File: src/rtl/gb_bus_pkg.sv
// gb_bus_pkg: bus master states, cartridge chip-select window and MBC5 register decode constants.
package gb_bus_pkg;
  typedef enum logic [2:0] {RSTSEQ, IDLE, SETUP, STROBE, HOLD, DONE} state_t;
  localparam logic [15:0] CS_LO = 16'hA000;
  localparam logic [15:0] CS_HI = 16'hFDFF;
  localparam logic [15:0] RAMEN_LO = 16'h0000;
  localparam logic [15:0] RAMEN_HI = 16'h1FFF;
  localparam logic [15:0] ROMLO_LO = 16'h2000;
  localparam logic [15:0] ROMLO_HI = 16'h2FFF;
  localparam logic [15:0] ROMHI_LO = 16'h3000;
  localparam logic [15:0] ROMHI_HI = 16'h3FFF;
  localparam logic [15:0] RAMB_LO = 16'h4000;
  localparam logic [15:0] RAMB_HI = 16'h5FFF;
  localparam logic [8:0] ROM_BANK_RST = 9'h001;
  localparam logic [3:0] RAM_BANK_RST = 4'h0;
  localparam logic RAM_EN_RST = 1'b0;
  function automatic logic in_range(input logic [15:0] a, input logic [15:0] lo, input logic [15:0] hi);
    return a >= lo && a <= hi;
  endfunction
  function automatic int max2(input int a, input int b);
    return a > b ? a : b;
  endfunction
endpackage

File: src/rtl/gb_bus_master_mbc5_shadow.sv
// mbc5_shadow: snoops completed bus writes and mirrors the MBC5 bank and RAM-enable registers.
module mbc5_shadow
  import gb_bus_pkg::*;
(
  input  logic        clk,
  input  logic        rst_n,
  input  logic        clr,
  input  logic        we,
  input  logic [15:0] addr,
  input  logic [7:0]  data,
  output logic [8:0]  rom_bank,
  output logic [3:0]  ram_bank,
  output logic        ram_en
);
  always_ff @(posedge clk or negedge rst_n) begin
    if (!rst_n) begin
      rom_bank <= ROM_BANK_RST;
      ram_bank <= RAM_BANK_RST;
      ram_en <= RAM_EN_RST;
    end else if (clr) begin
      rom_bank <= ROM_BANK_RST;
      ram_bank <= RAM_BANK_RST;
      ram_en <= RAM_EN_RST;
    end else if (we) begin
      if (in_range(addr, RAMEN_LO, RAMEN_HI)) ram_en <= data == 8'h0A;
      if (in_range(addr, ROMLO_LO, ROMLO_HI)) rom_bank[7:0] <= data;
      if (in_range(addr, ROMHI_LO, ROMHI_HI)) rom_bank[8] <= data[0];
      if (in_range(addr, RAMB_LO, RAMB_HI)) ram_bank <= data[3:0];
    end
  end
endmodule

File: src/rtl/gb_bus_master.sv
// gb_bus_master: turns valid/ready byte commands into timed GB cartridge bus cycles and drives the cart reset pulse.
// Define GB_BUS_MBC_SHADOW_EN to build the MBC5 shadow registers; otherwise the shadow outputs sit at reset values.
module gb_bus_master
  import gb_bus_pkg::*;
#(
  parameter int T_SETUP = 2,
  parameter int T_STROBE = 4,
  parameter int T_HOLD = 2,
  parameter int RST_CYCLES = 16
) (
  input  logic        clk,
  input  logic        rst_n,
  input  logic        cmd_valid,
  output logic        cmd_ready,
  input  logic        cmd_wr,
  input  logic [15:0] cmd_addr,
  input  logic [7:0]  cmd_wdata,
  output logic        rsp_valid,
  output logic [7:0]  rsp_rdata,
  input  logic        cart_rst_req,
  output logic [15:0] gb_a,
  output logic        gb_cs,
  output logic        gb_rd,
  output logic        gb_wr,
  output logic        gb_rst,
  output logic [7:0]  gb_d_out,
  output logic        gb_d_oe,
  input  logic [7:0]  gb_d_in,
  output logic [8:0]  shadow_rom_bank,
  output logic [3:0]  shadow_ram_bank,
  output logic        shadow_ram_en
);
  localparam int CW = $clog2(max2(max2(T_SETUP, T_STROBE), max2(T_HOLD, RST_CYCLES))) + 1;
  if (T_SETUP < 1 || T_STROBE < 1 || T_HOLD < 1 || RST_CYCLES < 1) begin : g_bad_param
    $error("gb_bus_master: timing parameters must all be >= 1");
  end
  state_t state, nxt;
  logic [CW-1:0] cnt, nxt_cnt;
  logic [15:0] addr;
  logic [7:0] wdata;
  logic wr, accept, busy, last;
  // RSTSEQ loads RST_CYCLES (not -1): the extra final cycle has GB_RST released before IDLE
  function automatic logic [CW-1:0] load(input state_t s);
    return s == RSTSEQ ? CW'(RST_CYCLES) : s == SETUP ? CW'(T_SETUP - 1) :
           s == STROBE ? CW'(T_STROBE - 1) : s == HOLD ? CW'(T_HOLD - 1) : '0;
  endfunction
  assign last = cnt == '0;
  assign busy = state == SETUP || state == STROBE || state == HOLD;
  assign cmd_ready = (state == IDLE || state == DONE) && !cart_rst_req;
  assign accept = cmd_valid && cmd_ready;
  always_comb begin
    nxt = state;
    case (state)
      RSTSEQ: nxt = last ? IDLE : RSTSEQ;
      SETUP: nxt = last ? STROBE : SETUP;
      STROBE: nxt = last ? HOLD : STROBE;
      HOLD: nxt = last ? DONE : HOLD;
      default: nxt = cart_rst_req ? RSTSEQ : accept ? SETUP : IDLE;
    endcase
    nxt_cnt = nxt != state ? load(nxt) : last ? cnt : cnt - 1'b1;
  end
  always_ff @(posedge clk or negedge rst_n) begin
    if (!rst_n) begin
      state <= RSTSEQ;
      cnt <= CW'(RST_CYCLES);
      addr <= '0;
      wdata <= '0;
      wr <= 1'b0;
      rsp_rdata <= '0;
    end else begin
      state <= nxt;
      cnt <= nxt_cnt;
      if (accept) begin
        addr <= cmd_addr;
        wr <= cmd_wr;
      end
      if (accept && cmd_wr) wdata <= cmd_wdata;
      if (state == STROBE && last && !wr) rsp_rdata <= gb_d_in;
    end
  end
  assign gb_a = addr;
  assign gb_cs = !(busy && in_range(addr, CS_LO, CS_HI));
  assign gb_rd = !(state == STROBE && !wr);
  assign gb_wr = !(state == STROBE && wr);
  assign gb_d_oe = busy && wr;
  assign gb_d_out = wdata;
  assign gb_rst = !(state == RSTSEQ && !last);
  assign rsp_valid = state == DONE;
`ifdef GB_BUS_MBC_SHADOW_EN
  mbc5_shadow u_shadow (
    .clk(clk),
    .rst_n(rst_n),
    .clr(state == RSTSEQ),
    .we(state == DONE && wr),
    .addr(addr),
    .data(wdata),
    .rom_bank(shadow_rom_bank),
    .ram_bank(shadow_ram_bank),
    .ram_en(shadow_ram_en)
  );
`else
  assign shadow_rom_bank = ROM_BANK_RST;
  assign shadow_ram_bank = RAM_BANK_RST;
  assign shadow_ram_en = RAM_EN_RST;
`endif
endmodule

File: config.mk
export PLATFORM = sky130hd
export DESIGN_NAME = gb_bus_master
export DESIGN_NICKNAME = d
export VERILOG_FILES = /design/src/rtl/gb_bus_pkg.sv /design/src/rtl/gb_bus_master_mbc5_shadow.sv /design/src/rtl/gb_bus_master.sv
export SDC_FILE = /design/constraint.sdc
export NUM_CORES = 1
export LEC_CHECK = 0
export ABC_AREA = 1
export BUFFER_PORTS_ARGS = -buffer_cell sky130_fd_sc_hd__buf_2
export CAP_MARGIN = 0
export CORE_MARGIN = 2
export CORE_UTILIZATION = 47
export DETAILED_ROUTE_END_ITERATION = 16
export GPL_TIMING_DRIVEN = 0
export PLACE_DENSITY = 0.81
export REMOVE_ABC_BUFFERS = 1
export SYNTH_ARGS = -nofsm -noshare
export SYNTH_HDL_FRONTEND = slang
export SYNTH_SLANG_ARGS = --single-unit
File: constraint.sdc
create_clock -name clk -period 2.45 [get_ports clk]
set_input_delay 0.49 -clock clk [delete_from_list [all_inputs] [get_ports clk]]
set_output_delay 0.49 -clock clk [all_outputs]
set_load 0.005 [all_outputs]
After elaboration in Yosys (flattened, before gate mapping)
Cells that the tools add are included.

word-level totals
  register bits after elaboration = 41
  output and inout port bits = 53

cells by class
  add/subtract/negate cells = 1
  multiplexer cells = 13
  equality and inequality tests = 10
  reductions and logical operators = 24
  order comparisons = 2

operators with widths
  cell                                                        number
  greater-or-equal comparator 16 bit (second input constant)  1
  less-or-equal comparator 16 bit (second input constant)     1
  2-to-1 mux 5 bit                                            3
  == test 3 x 2 -> 1 bit (second input constant)              4
  case mux 3 bit (4 select lines)                             1
  logical AND 1 bit                                           11
  == test 3 bit (second input constant)                       3
  2-to-1 mux 2 bit                                            4
  logical NOT 1 bit                                           7
  logical NOT 3 bit                                           2
  logical NOT 5 bit                                           1
  subtractor 5 x 1 -> 5 bit (second input constant)           1
  2-to-1 mux 1 bit                                            4
  == test 3 x 1 -> 1 bit (second input constant)              1
  logical OR 1 bit                                            3
  2-to-1 mux 3 bit                                            1
  inequality test 3 bit                                       1
  inequality test 2 x 1 -> 1 bit (second input constant)      1

Logic depth before layout (Yosys ltp)
  depth in word-level cells = 13
  gate-level depth with buffers = 14
  depth with buffers taken out = 14

Worst setup path before layout
Ideal clock, no wire load.

  path kind = register to register
  start = register cnt[0]
  end = register rsp_rdata[0]
  cell stages (with the launch flop) = 9
  period minus slack after synthesis = 1.682 ns
  arrival = 1.554 ns
  setup time = 0.128 ns
  path buffers = 0
  path slack = 0.768 ns
  cells stage by stage = dfrtp_1 > inv_1 > ha_1 > inv_1 > nor2_1 > nand2_2 > nor2_2 > nand2_2 > mux2_1

between the ends
  longest elaborated chain between the ends = 3

ends and longest elaborated chain
  what                            line                 text
  from (decl)                     gb_bus_master.sv:38  logic [CW-1:0] cnt, nxt_cnt;
  from (signal assigned)          gb_bus_master.sv:65  cnt <= CW'(RST_CYCLES);
  from (signal assigned)          gb_bus_master.sv:72  cnt <= nxt_cnt;
  logical NOT 5 bit               gb_bus_master.sv:47  assign last = cnt == '0;
  logical AND 1 bit (2 in a row)  gb_bus_master.sv:78  if (state == STROBE && last && !wr) rsp_rdata <= gb_d_in;
  to (signal assigned)            gb_bus_master.sv:78
  to (decl)                       gb_bus_master.sv:19  output logic [7:0] rsp_rdata,

No other way between the ends.
A chain may end at the register's enable or synchronous reset.

Worst setup path after layout
  start = register cnt[0]
  end = output gb_rst

between the ends
  longest elaborated chain between the ends = 4

ends and longest elaborated chain
  what               line                 text
  logical NOT 5 bit  gb_bus_master.sv:47
  logical NOT 1 bit  gb_bus_master.sv:87  assign gb_rst = !(state == RSTSEQ && !last);
  logical AND 1 bit  gb_bus_master.sv:87
  logical NOT 1 bit  gb_bus_master.sv:87
  to (decl)          gb_bus_master.sv:25  output logic gb_rst,

No other way between the ends.

==> run metrics <==
wire length on met3=290 um; port bufs=75; Max stage delay on crit path=roughly 0.36 ns; mean post-synth cell area=9.51 um2; power per cell area=1210 nW/um2; CP Class=reg2out; CTS sink cnt=~40; dominant synthesized flop cell=dfrtp_1; CTS tree=yes; met2 WL=about 1.9 mm; initial antenna violation count=0; cell count after synthesis=213; run status=complete, no violations; routed len/inst=approximately 12 um; Yosys top cell area share=roughly half; CTS max path bufs=2; slew margin rel.=slightly above 40%; Nets=329; synthesized cell area=between 2000 and 2500 um2; fin util=about three fifths; Worst Clk Skew=between 0.008 and 0.009 ns; Ant. Diodes=0; CP Max Fanout=8; fin area=~2500 um2; Yosys top cell by area=dfrtp_1; TNS Setup=0 ns; vias in the first global route=1,583; Slew @ Worst Pin=0.881 ns; Unique masters post-synth=32; WP data required=between 1.5 and 2 ns; DRC=0; count leader, synth=nand2_1; ys async rst share=100%; Crit path arrival time=around 1.6 ns; crit end category=output port; routed wire length=slightly above 4 mm; Seq/Total Area, Yosys=between 50 and 60%; Worst path slowest cell=dfrtp_1; Fmax=slightly below 0.5 GHz; Hold Vio Cnt, Final=0; gpl congestion=just over 0.8; crit-path most repeated cell=inv_1; top layer in use=met4; Die Wd=69.7 um; Final Power=~0.0030 W; IO Count=90; top post-synthesis cells by count=nand2_1 (66), dfrtp_1 (40), buf_4 (15), inv_1 (15), nor2_1 (10); YS warnings=0; DR pass1 iterations=4; DRT antenna net count=0; Area after DPL=between 2000 and 2500 um2; Finish-stage setup viols=0; Cell Chain, Critical Path=inv_1 > ha_1 > inv_1 > nor2_1 > nand2_2 > nand3_1 > buf_2; max-cap violations=0; Inserted Clock Buffers=5; Synth Register Bits=about 40; met1 wire length=about 1.8 mm; core area=~4100 um2; layout cell share with drive strength beyond 1=about 40%; DR vias/cell=4.71; Starting Density=about 50%; Peak VDD IR=approximately 0.59 mV; count of pins over their slew limit=0; Hold Crit Class=in2async; # rows=23; first-pass GRT wire length=7.07 mm; fillers=about 390; CTS clk-pin slew, worst paths=roughly 0.08 ns; synth top area cells=dfrtp_1 (49%), nand2_1 (12%), mux2_4 (5.9%), buf_4 (5.6%), inv_1 (2.8%); final period utilization=a little over four fifths; Post-DP HPWL=approximately 3 mm; Tmin final=just over 2 ns; Post-synth EDFFs=0; largest net degree at the start of global routing=42; total gr overflow=0; via count=1,607; unrepaired setup endpoints after global routing=no; die height=approximately 70 um; Clock Tree Root=clkbuf_8; DRT iter0 DRCs=66; CP startpoint kind=flop; Leak=approximately 1.4 nW; all-layer global routing usage=18.3%; Area growth syn-to-layout=22.4%; H-tree levels=2; die area=between 4000 and 5000 um2; Clock Latency Late Sink=~0.29 ns
==> sequential cells by signal, summed over array words and instances, names as in the netlist <==
register   flops
rsp_rdata      8
gb_a          16
wr             1
state          3
gb_d_out       8
cnt            5
==> final timing paths <==
check / start / endpoint / slack (ns) / cells past startpoint
worst max-delay path: cnt[0] / gb_rst / 0.39 / 7
worst min-delay path: rst_n / gb_a[0] / 0.31 / 1
worst max register to register: state[1] / gb_d_out[6] / 0.41 / 5
worst min register to register: gb_a[5] / gb_a[5] / 0.48 / 2
max in group asynchronous: rst_n / state[0] / 1.58 / 1
min in group clk: cmd_addr[13] / gb_a[13] / 0.38 / 3
==> cell type report <==
cell class              count  area [um2]  share of cell area, %
clock buffers               7        76.3                   3.08
clock inverters             1        8.76                  0.353
inverters                  19        71.3                   2.88
multi-input cells         148         857                   34.6
flip-flops and latches     41        1030                   41.4
well taps                  50        62.6                   2.52
repair buffers             75         375                   15.1
==> logic make-up after synthesis <==
| kind of cell | count (synthesis) | share of synthesized area [%] |
|---|---|---|
| AND/OR/NAND/NOR | 108 | 25.2 |
| flip-flops | 41 | 50.7 |
| buffers and inverters | 36 | 9.51 |
| multiplexers | 16 | 10.4 |
| AO/OA/AOI/OAI | 6 | 1.73 |
| adder cells (fa/ha/maj) | 2 | 1.24 |
| other | 2 | 0.371 |
| XOR/XNOR | 2 | 0.865 |
==> metal layers <==
layer	global-route usage, %	vias up
met2	30.1	61
met5	0	-
met4	6.62	0
met1	22.8	738
met3	5.52	9
li1	-	799
==> critical path: cells and delay by family (launching register included) <==
family                     cells  cell delay, ns
DFF                            1            0.36
buffers and inverters          3            0.29
and+or+nand+nor                3            0.47
adders and majority gates      1            0.16
==> power by group <==
| part | leakage, nW | total (W) | internal, W | switching [W] |
|---|---|---|---|---|
| sequential | 0.504 | 0.00121 | 0.00101 | 0.000200 |
| clock | 0.0424 | 0.000435 | 0.000204 | 0.000232 |
| combinational | 0.859 | 0.00135 | 0.000629 | 0.000725 |
| total | 1.41 | 0.00299 | 0.00184 | 0.00116 |
==> through the flow <==
step                worst slack [ns]  instances  hold slack, ns
floorplan                      0.475        208           0.194
global placement             -0.0954        333           0.459
detailed placement           -0.0888        333           0.460
CTS                            0.361        341           0.348
global route                   0.232        341           0.388
finish                         0.391        341           0.311
==> cell usage in the layout, fill, tap and decap left out <==
| cell type | n |
|---|---|
| clkbuf_8 | 5 |
| o21ai_0 | 1 |
| or2_2 | 1 |
| nor3_2 | 2 |
| nand4_1 | 6 |
| a21oi_1 | 2 |
| nand2_2 | 6 |
| xnor2_1 | 1 |
| mux2_4 | 8 |
| nand3b_1 | 1 |
| nand3_2 | 2 |
| dfstp_2 | 1 |
| o2111ai_1 | 1 |
| nor3_1 | 1 |
| xor2_1 | 1 |
| nand2_4 | 1 |
| nor3_4 | 1 |
| inv_2 | 4 |
| conb_1 | 14 |
| o21ai_1 | 1 |
| nor2_1 | 10 |
| clkinv_4 | 1 |
| o22ai_1 | 1 |
| mux2_2 | 3 |
| nor2_2 | 2 |
| dfrtp_1 | 40 |
| mux2_1 | 5 |
| nor2_4 | 2 |
| inv_1 | 15 |
| ha_1 | 2 |
| buf_2 | 75 |
| nand3_1 | 7 |
| clkbuf_1 | 2 |
| nand2_1 | 66 |
==> repair_timing <==
item,CTS,global route
setup endpoints to repair,8,0
buffers inserted,0,0
resized for setup,1,0
hold buffers,0,0
No activity file was read; power rests on OpenSTA's default activity.
